==> config.mk <==
export PLATFORM = sky130hd
export DESIGN_NAME = spram_line_arbiter_flat
export DESIGN_NICKNAME = d
export VERILOG_FILES = /design/src/rtl/spram_line_arbiter_if.sv /design/src/rtl/spram_line_arbiter.sv /design/src/flat_wrapper.sv
export SDC_FILE = /design/constraint.sdc
export NUM_CORES = 1
export LEC_CHECK = 0
export CAP_MARGIN = 25
export CORE_MARGIN = 4
export CORE_UTILIZATION = 40
export DETAILED_ROUTE_END_ITERATION = 10
export PLACE_DENSITY = 0.77
export REMOVE_ABC_BUFFERS = 1
export SLEW_MARGIN = 20
export SYNTH_ARGS = -nofsm -noshare
export SYNTH_HDL_FRONTEND = slang
export SYNTH_SLANG_ARGS = --single-unit
==> constraint.sdc <==
create_clock -name clk -period 7.6 [get_ports clk]
set_clock_uncertainty 0.1 [all_clocks]
set_input_delay 2.28 -clock clk [delete_from_list [all_inputs] [get_ports clk]]
set_output_delay 2.28 -clock clk [all_outputs]
set_load 0.03 [all_outputs]
==> src/rtl/spram_line_arbiter_if.sv <==
// Writer request channel and SPRAM port bundled for the line arbiter.
// The slave side is the arbiter; the master side is the writer plus the RAM itself.
interface spram_line_arbiter_if #(
  parameter int AW = 16,
  parameter int DW = 16
) ();
  logic          wr_req;
  logic [AW-1:0] wr_addr;
  logic [DW-1:0] wr_data;
  logic          wr_ack;
  logic          sp_cs;
  logic          sp_we;
  logic [AW-1:0] sp_addr;
  logic [DW-1:0] sp_wdata;
  logic [DW-1:0] sp_rdata;

  modport slave (
    input  wr_req, wr_addr, wr_data, sp_rdata,
    output wr_ack, sp_cs, sp_we, sp_addr, sp_wdata
  );

  modport master (
    output wr_req, wr_addr, wr_data, sp_rdata,
    input  wr_ack, sp_cs, sp_we, sp_addr, sp_wdata
  );
endinterface

==> src/rtl/spram_line_arbiter.sv <==
// Single-port frame store arbiter: whole-row fetches for the display take strict
// priority over single-word writes from the image writer.
//
// state | meaning
// IDLE  | no SPRAM access; waiting for a line fetch or a write request
// WRITE | one-cycle SPRAM write of wr_addr/wr_data, acknowledged the same cycle
// READ  | streaming one row, one SPRAM read per cycle, columns 0..W-1
module spram_line_arbiter #(
  parameter int W  = 200,
  parameter int H  = 150,
  parameter int AW = 16,
  parameter int DW = 16
) (
  input  logic                 clk,
  input  logic                 rst,
  input  logic                 frame_start,
  input  logic                 rd_line_sig,
  spram_line_arbiter_if.slave  bus,
  output logic                 pix_valid,
  output logic [DW-1:0]        pix_data,
  output logic [11:0]          pix_col,
  output logic                 busy,
  output logic                 err_overrun
);

  localparam int RW = (H > 1) ? $clog2(H) : 1;

  typedef enum logic [1:0] {IDLE, WRITE, READ} state_t;

  state_t        state, state_nxt;
  logic [RW-1:0] row_cnt;
  logic [11:0]   col_cnt;
  logic [AW-1:0] base;
  logic [AW-1:0] row_base;
  logic          rd_pending;
  logic          fs_seen;
  logic          rd_req;
  logic          line_done;
  logic          enter_read;

  assign rd_req     = rd_pending | rd_line_sig;
  assign line_done  = (state == READ) && (col_cnt == 12'(W - 1));
  assign enter_read = (state != READ) && (state_nxt == READ);
  assign row_base   = AW'(row_cnt) * AW'(W);
  assign busy       = (state != IDLE);

  // sp_rdata arrives the cycle after the read issue, which is exactly when
  // pix_valid is up, so the data is passed through rather than re-registered.
  assign pix_data = pix_valid ? bus.sp_rdata : '0;

  always_comb begin
    state_nxt    = state;
    bus.wr_ack   = 1'b0;
    bus.sp_cs    = 1'b0;
    bus.sp_we    = 1'b0;
    bus.sp_addr  = '0;
    bus.sp_wdata = '0;
    case (state)
      IDLE: begin
        if (rd_req)
          state_nxt = READ;
        else if (bus.wr_req)
          state_nxt = WRITE;
      end
      WRITE: begin
        bus.sp_cs    = 1'b1;
        bus.sp_we    = 1'b1;
        bus.sp_addr  = bus.wr_addr;
        bus.sp_wdata = bus.wr_data;
        bus.wr_ack   = 1'b1;
        state_nxt    = rd_req ? READ : IDLE;
      end
      READ: begin
        bus.sp_cs   = 1'b1;
        bus.sp_addr = base + AW'(col_cnt);
        if (line_done)
          state_nxt = IDLE;
      end
      default: state_nxt = IDLE;
    endcase
  end

  always_ff @(posedge clk) begin
    if (rst) begin
      state       <= IDLE;
      row_cnt     <= '0;
      col_cnt     <= '0;
      base        <= '0;
      rd_pending  <= 1'b0;
      fs_seen     <= 1'b0;
      err_overrun <= 1'b0;
      pix_valid   <= 1'b0;
      pix_col     <= '0;
    end else begin
      state <= state_nxt;

      if (enter_read) begin
        base       <= frame_start ? '0 : row_base;
        col_cnt    <= '0;
        rd_pending <= 1'b0;
        fs_seen    <= 1'b0;
      end else begin
        if (state == WRITE && rd_line_sig)
          rd_pending <= 1'b1;
        if (state == READ)
          col_cnt <= line_done ? '0 : col_cnt + 12'd1;
        // a frame start mid-line keeps the row at 0 once the line finishes
        if (state == READ && frame_start)
          fs_seen <= 1'b1;
      end

      if (state == READ && rd_line_sig)
        err_overrun <= 1'b1;

      if (frame_start)
        row_cnt <= '0;
      else if (line_done)
        row_cnt <= (fs_seen || row_cnt == RW'(H - 1)) ? '0 : row_cnt + 1'b1;

      pix_valid <= (state == READ);
      pix_col   <= (state == READ) ? col_cnt : '0;
    end
  end

endmodule
==> src/flat_wrapper.sv <==
// flat-port wrapper written by rule: the top's interface ports become plain ports
module spram_line_arbiter_flat 
#(
  parameter int W  = 200,
  parameter int H  = 150,
  parameter int AW = 16,
  parameter int DW = 16
)
  (clk, rst, frame_start, rd_line_sig, pix_valid, pix_data, pix_col, busy, err_overrun, bus_wr_req, bus_wr_addr, bus_wr_data, bus_sp_rdata, bus_wr_ack, bus_sp_cs, bus_sp_we, bus_sp_addr, bus_sp_wdata);
  spram_line_arbiter_if #(.AW(AW), .DW(DW)) bus_i ();
  input  logic clk;
  input  logic rst;
  input  logic frame_start;
  input  logic rd_line_sig;
  output logic pix_valid;
  output logic [DW-1:0] pix_data;
  output logic [11:0] pix_col;
  output logic busy;
  output logic err_overrun;
  input wire logic [$bits(bus_i.wr_req)-1:0] bus_wr_req;
  input wire logic [$bits(bus_i.wr_addr)-1:0] bus_wr_addr;
  input wire logic [$bits(bus_i.wr_data)-1:0] bus_wr_data;
  input wire logic [$bits(bus_i.sp_rdata)-1:0] bus_sp_rdata;
  output wire logic [$bits(bus_i.wr_ack)-1:0] bus_wr_ack;
  output wire logic [$bits(bus_i.sp_cs)-1:0] bus_sp_cs;
  output wire logic [$bits(bus_i.sp_we)-1:0] bus_sp_we;
  output wire logic [$bits(bus_i.sp_addr)-1:0] bus_sp_addr;
  output wire logic [$bits(bus_i.sp_wdata)-1:0] bus_sp_wdata;
  assign bus_i.wr_req = bus_wr_req;
  assign bus_i.wr_addr = bus_wr_addr;
  assign bus_i.wr_data = bus_wr_data;
  assign bus_i.sp_rdata = bus_sp_rdata;
  assign bus_wr_ack = bus_i.wr_ack;
  assign bus_sp_cs = bus_i.sp_cs;
  assign bus_sp_we = bus_i.sp_we;
  assign bus_sp_addr = bus_i.sp_addr;
  assign bus_sp_wdata = bus_i.sp_wdata;
  spram_line_arbiter #(.W(W), .H(H), .AW(AW), .DW(DW)) u_core (.clk(clk), .rst(rst), .frame_start(frame_start), .rd_line_sig(rd_line_sig), .bus(bus_i), .pix_valid(pix_valid), .pix_data(pix_data), .pix_col(pix_col), .busy(busy), .err_overrun(err_overrun));
endmodule
==> flow_metrics.env <==
export IMPL_synth_area_sq_um=3650
export IMPL_cap_violations=0
export IMPL_synth_top_cells_by_area="dfxtp_1, ha_1, and2_1"
export IMPL_p_per_area_nw_per_um2=115
export IMPL_critPathMaxStageDelay_ns=0.70
export IMPL_switching_share_pct=30.4
export IMPL_grt_pass1_wl_microns=16000
export IMPL_path_max_fanout=1
export IMPL_grt_pass1_vias=3256
export IMPL_dp_final_hpwl_microns=7730
export IMPL_synth_top_cell_by_area="dfxtp_1"
export IMPL_p_switching_uw=174
export IMPL_cts_resized=0
export IMPL_cp_start_kind="input pin"
export IMPL_wl_per_cell_microns=14.6
export IMPL_antenna_found_initial=0
export IMPL_area_growth_pct=36.3
export IMPL_rsz0062_at_grt="false"
export IMPL_min_path_type="register to register"
export IMPL_vias=3395
export IMPL_numCtsBuffers=5
export IMPL_io_buffers=118
export IMPL_outcome="finished, final reports clean"
export IMPL_pwr_share_seq_pct=48.0
export IMPL_dp_cells=641
export IMPL_tightest_slew_ns=0.867
export IMPL_hold_viol_final=0
export IMPL_drtIter0Drc=103
export IMPL_ant_nets=0
export IMPL_antenna_cells=0
export IMPL_slew_violations=0
export IMPL_clkLatencyLatePin_ns=0.31
export IMPL_cp_required_ns=5.22
export IMPL_synth_ff_latch_count=51
export IMPL_tritoncts="built"
export IMPL_die_y_microns=104
export IMPL_fin_area_sq_um=4970
export IMPL_cts_max_level=2
export IMPL_maxSlewHeadroom_pct=42.2
export IMPL_max_vdd_ir_drop_mv=0.0724
export IMPL_fin_tns_setup_ns=0
export IMPL_clkSinkCount=51
export IMPL_synthCells=435
export IMPL_layout_commonest_cell="clkdlybuf4s50_1"
export IMPL_clkPwrFrac_pct=29.0
export IMPL_arrival_ns=3.69
export IMPL_groute_usage_overall_pct=17.5
export IMPL_async_reset_ff_share_pct=0
export IMPL_vias_per_cell=5.23
export IMPL_cts_max_path_buffers=2
export IMPL_crit_path_top_delay_cell="clkdlybuf4s50_1"
export IMPL_synth_top_area_share_pct=28.0
export IMPL_grt_max_degree=30
export IMPL_synth_edf_count=0
export IMPL_fin_crit_ns=6.07
export IMPL_setup_violations=0
export IMPL_path_class="input pin to output port"
export IMPL_start_util_pct=41.4
export IMPL_cpMostUsedCell="clkdlybuf4s50_1"
export IMPL_final_nets=644
export IMPL_clkTransAtPathRegs_ns=0.10
export IMPL_first_pass_iters=4
export IMPL_coreArea_sq_um=8810
export IMPL_final_cell_mix="clkdlybuf4s50_1, dfxtp_1, and2_1, ha_1, nand2_1"
export IMPL_grt_ovfl_total=0
export IMPL_syn_avg_cell_area_sq_um=8.39
export IMPL_dpl_instance_area_sq_um=4880
export IMPL_cts_root_buffer="clkbuf_8"
export IMPL_drive_gt1_share_pct=3.33
export IMPL_die_area_sq_um=10700
export IMPL_ioPinCount=119
export IMPL_crit_chain="clkdlybuf4s50_1 > nand2_1 > a21boi_0 > clkdlybuf4s50_1"
export IMPL_pwr_share_comb_pct=23.0
export IMPL_fmax_ghz=0.165
export IMPL_cellLeakagePower_uw=0.00207
export IMPL_postCtsHoldBufs=0
export IMPL_yosysSeqAreaShare_pct=28.0
export IMPL_gp_routability_congestion=0.869
export IMPL_synth_flop_cell="dfxtp_1"
export IMPL_min_period_over_period_pct=79.9
export IMPL_cts_setup_buffers=0
export IMPL_fp_row_count=34
export IMPL_routed_wl_microns=9480
export IMPL_critPathCaptureType="output port"
export IMPL_synth_cell_types=52
export IMPL_die_w_microns=104
export IMPL_yosysWarnings=0
export IMPL_power_internal_uw=398
export IMPL_fin_cells=649
export IMPL_drcViolationCount=0
## power by group through the flow
| stage | sequential [uW] | combinational [uW] | clock (uW) |
|---|---|---|---|
| after floorplan | 281 | 63.4 | 0 |
| after global placement | 281 | 130 | 0 |
| after detailed placement | 281 | 132 | 0 |
| after CTS | 275 | 132 | 168 |
| after global routing | 275 | 140 | 180 |
| final | 274 | 131 | 166 |
## sequential cells by signal (all words and copies together) (netlist names)
signal	cells
u_core.state	2
u_core.rd_pending	1
u_core.pix_valid	1
u_core.pix_col	12
u_core.fs_seen	1
u_core.col_cnt	12
u_core.row_cnt	8
u_core.base	13
u_core.err_overrun	1
## layer usage
| metal | wire (microns) | track usage (%) | vias to the layer above |
|---|---|---|---|
| li1 | - | - | 1726 |
| met1 | 4070 | 21.6 | 1551 |
| met2 | 4760 | 31.5 | 109 |
| met3 | 577 | 3.86 | 9 |
| met4 | 82 | 3.13 | 0 |
| met5 | 0 | 0 | - |
## stage by stage
step	setup WS (ns)	power (uW)	hold slack, ns	utilization [%]
6_report	1.53	572	0.366	56.5
5_1_grt	1.45	595	0.389	56.5
4_1_cts	1.51	575	0.365	56.5
3_5_place_dp	1.51	413	0.350	55.4
3_3_place_gp	1.56	411	0.348	55.4
2_1_floorplan	2.14	345	0.330	-
## path summary, 6_finish.rpt
path                                                      from                            to  slack [ns]  cells after the start
worst max-delay path                            bus_wr_addr[2]                bus_sp_addr[2]        1.53                      4
worst min-delay path               u_core.base[7]$_SDFFE_PP0P_   u_core.base[7]$_SDFFE_PP0P_        0.37                      2
worst max register to register  u_core.row_cnt[3]$_SDFFE_PP0N_  u_core.base[15]$_SDFFE_PP0P_        4.30                     11
worst min register to register     u_core.base[7]$_SDFFE_PP0P_   u_core.base[7]$_SDFFE_PP0P_        0.37                      2
## cells in the mapped netlist, types with 2 or more instances
library cell   n
a21oi_1       24
nor2_1        24
or4_1          5
inv_2          2
a31oi_1        3
nand4_1        5
inv_1         21
dfxtp_1       51
nor3_1        14
nor4_1         2
and2_1        47
or2_2          2
fa_1           4
buf_2          3
a22oi_1        7
clkbuf_1      15
xnor2_1        6
nand3_1       13
a21o_1         5
and4_1         2
ha_1          47
a32oi_1        2
nand3b_1       7
o21ai_0        8
or3_1          6
and3_1         3
mux2i_1        5
nor2b_1       12
o21a_1         6
nand2_1       37
o211ai_1      10
xor2_1        17
## worst max-delay path, delay by kind of cell
kind / cells / cell delay (ns)
compound gates: 1 / 0.22
simple gates: 1 / 0.05
buf+inv: 2 / 1.15
## area by class of cell
type	instances	area, sq um
sequential	51	1020
multi-input combinational	340	2450
clock buffer	5	68.8
fill	784	3830
clock inverter	3	26.3
inverter	23	86.3
timing repair buffer	119	1190
tap	108	135
## kinds of logic (layout without fill, tap and decap cells)
family,Yosys count,in the layout,share of synthesized area [%]
mux,5,5,1.37
fa+ha+maj,51,51,18.3
flops,51,51,28.0
compound gates,76,76,14.2
simple gates,185,185,27.6
buf+inv,44,150,4.94
xor+xnor,23,23,5.52
Note: power is estimated with default switching activity, not from simulation.
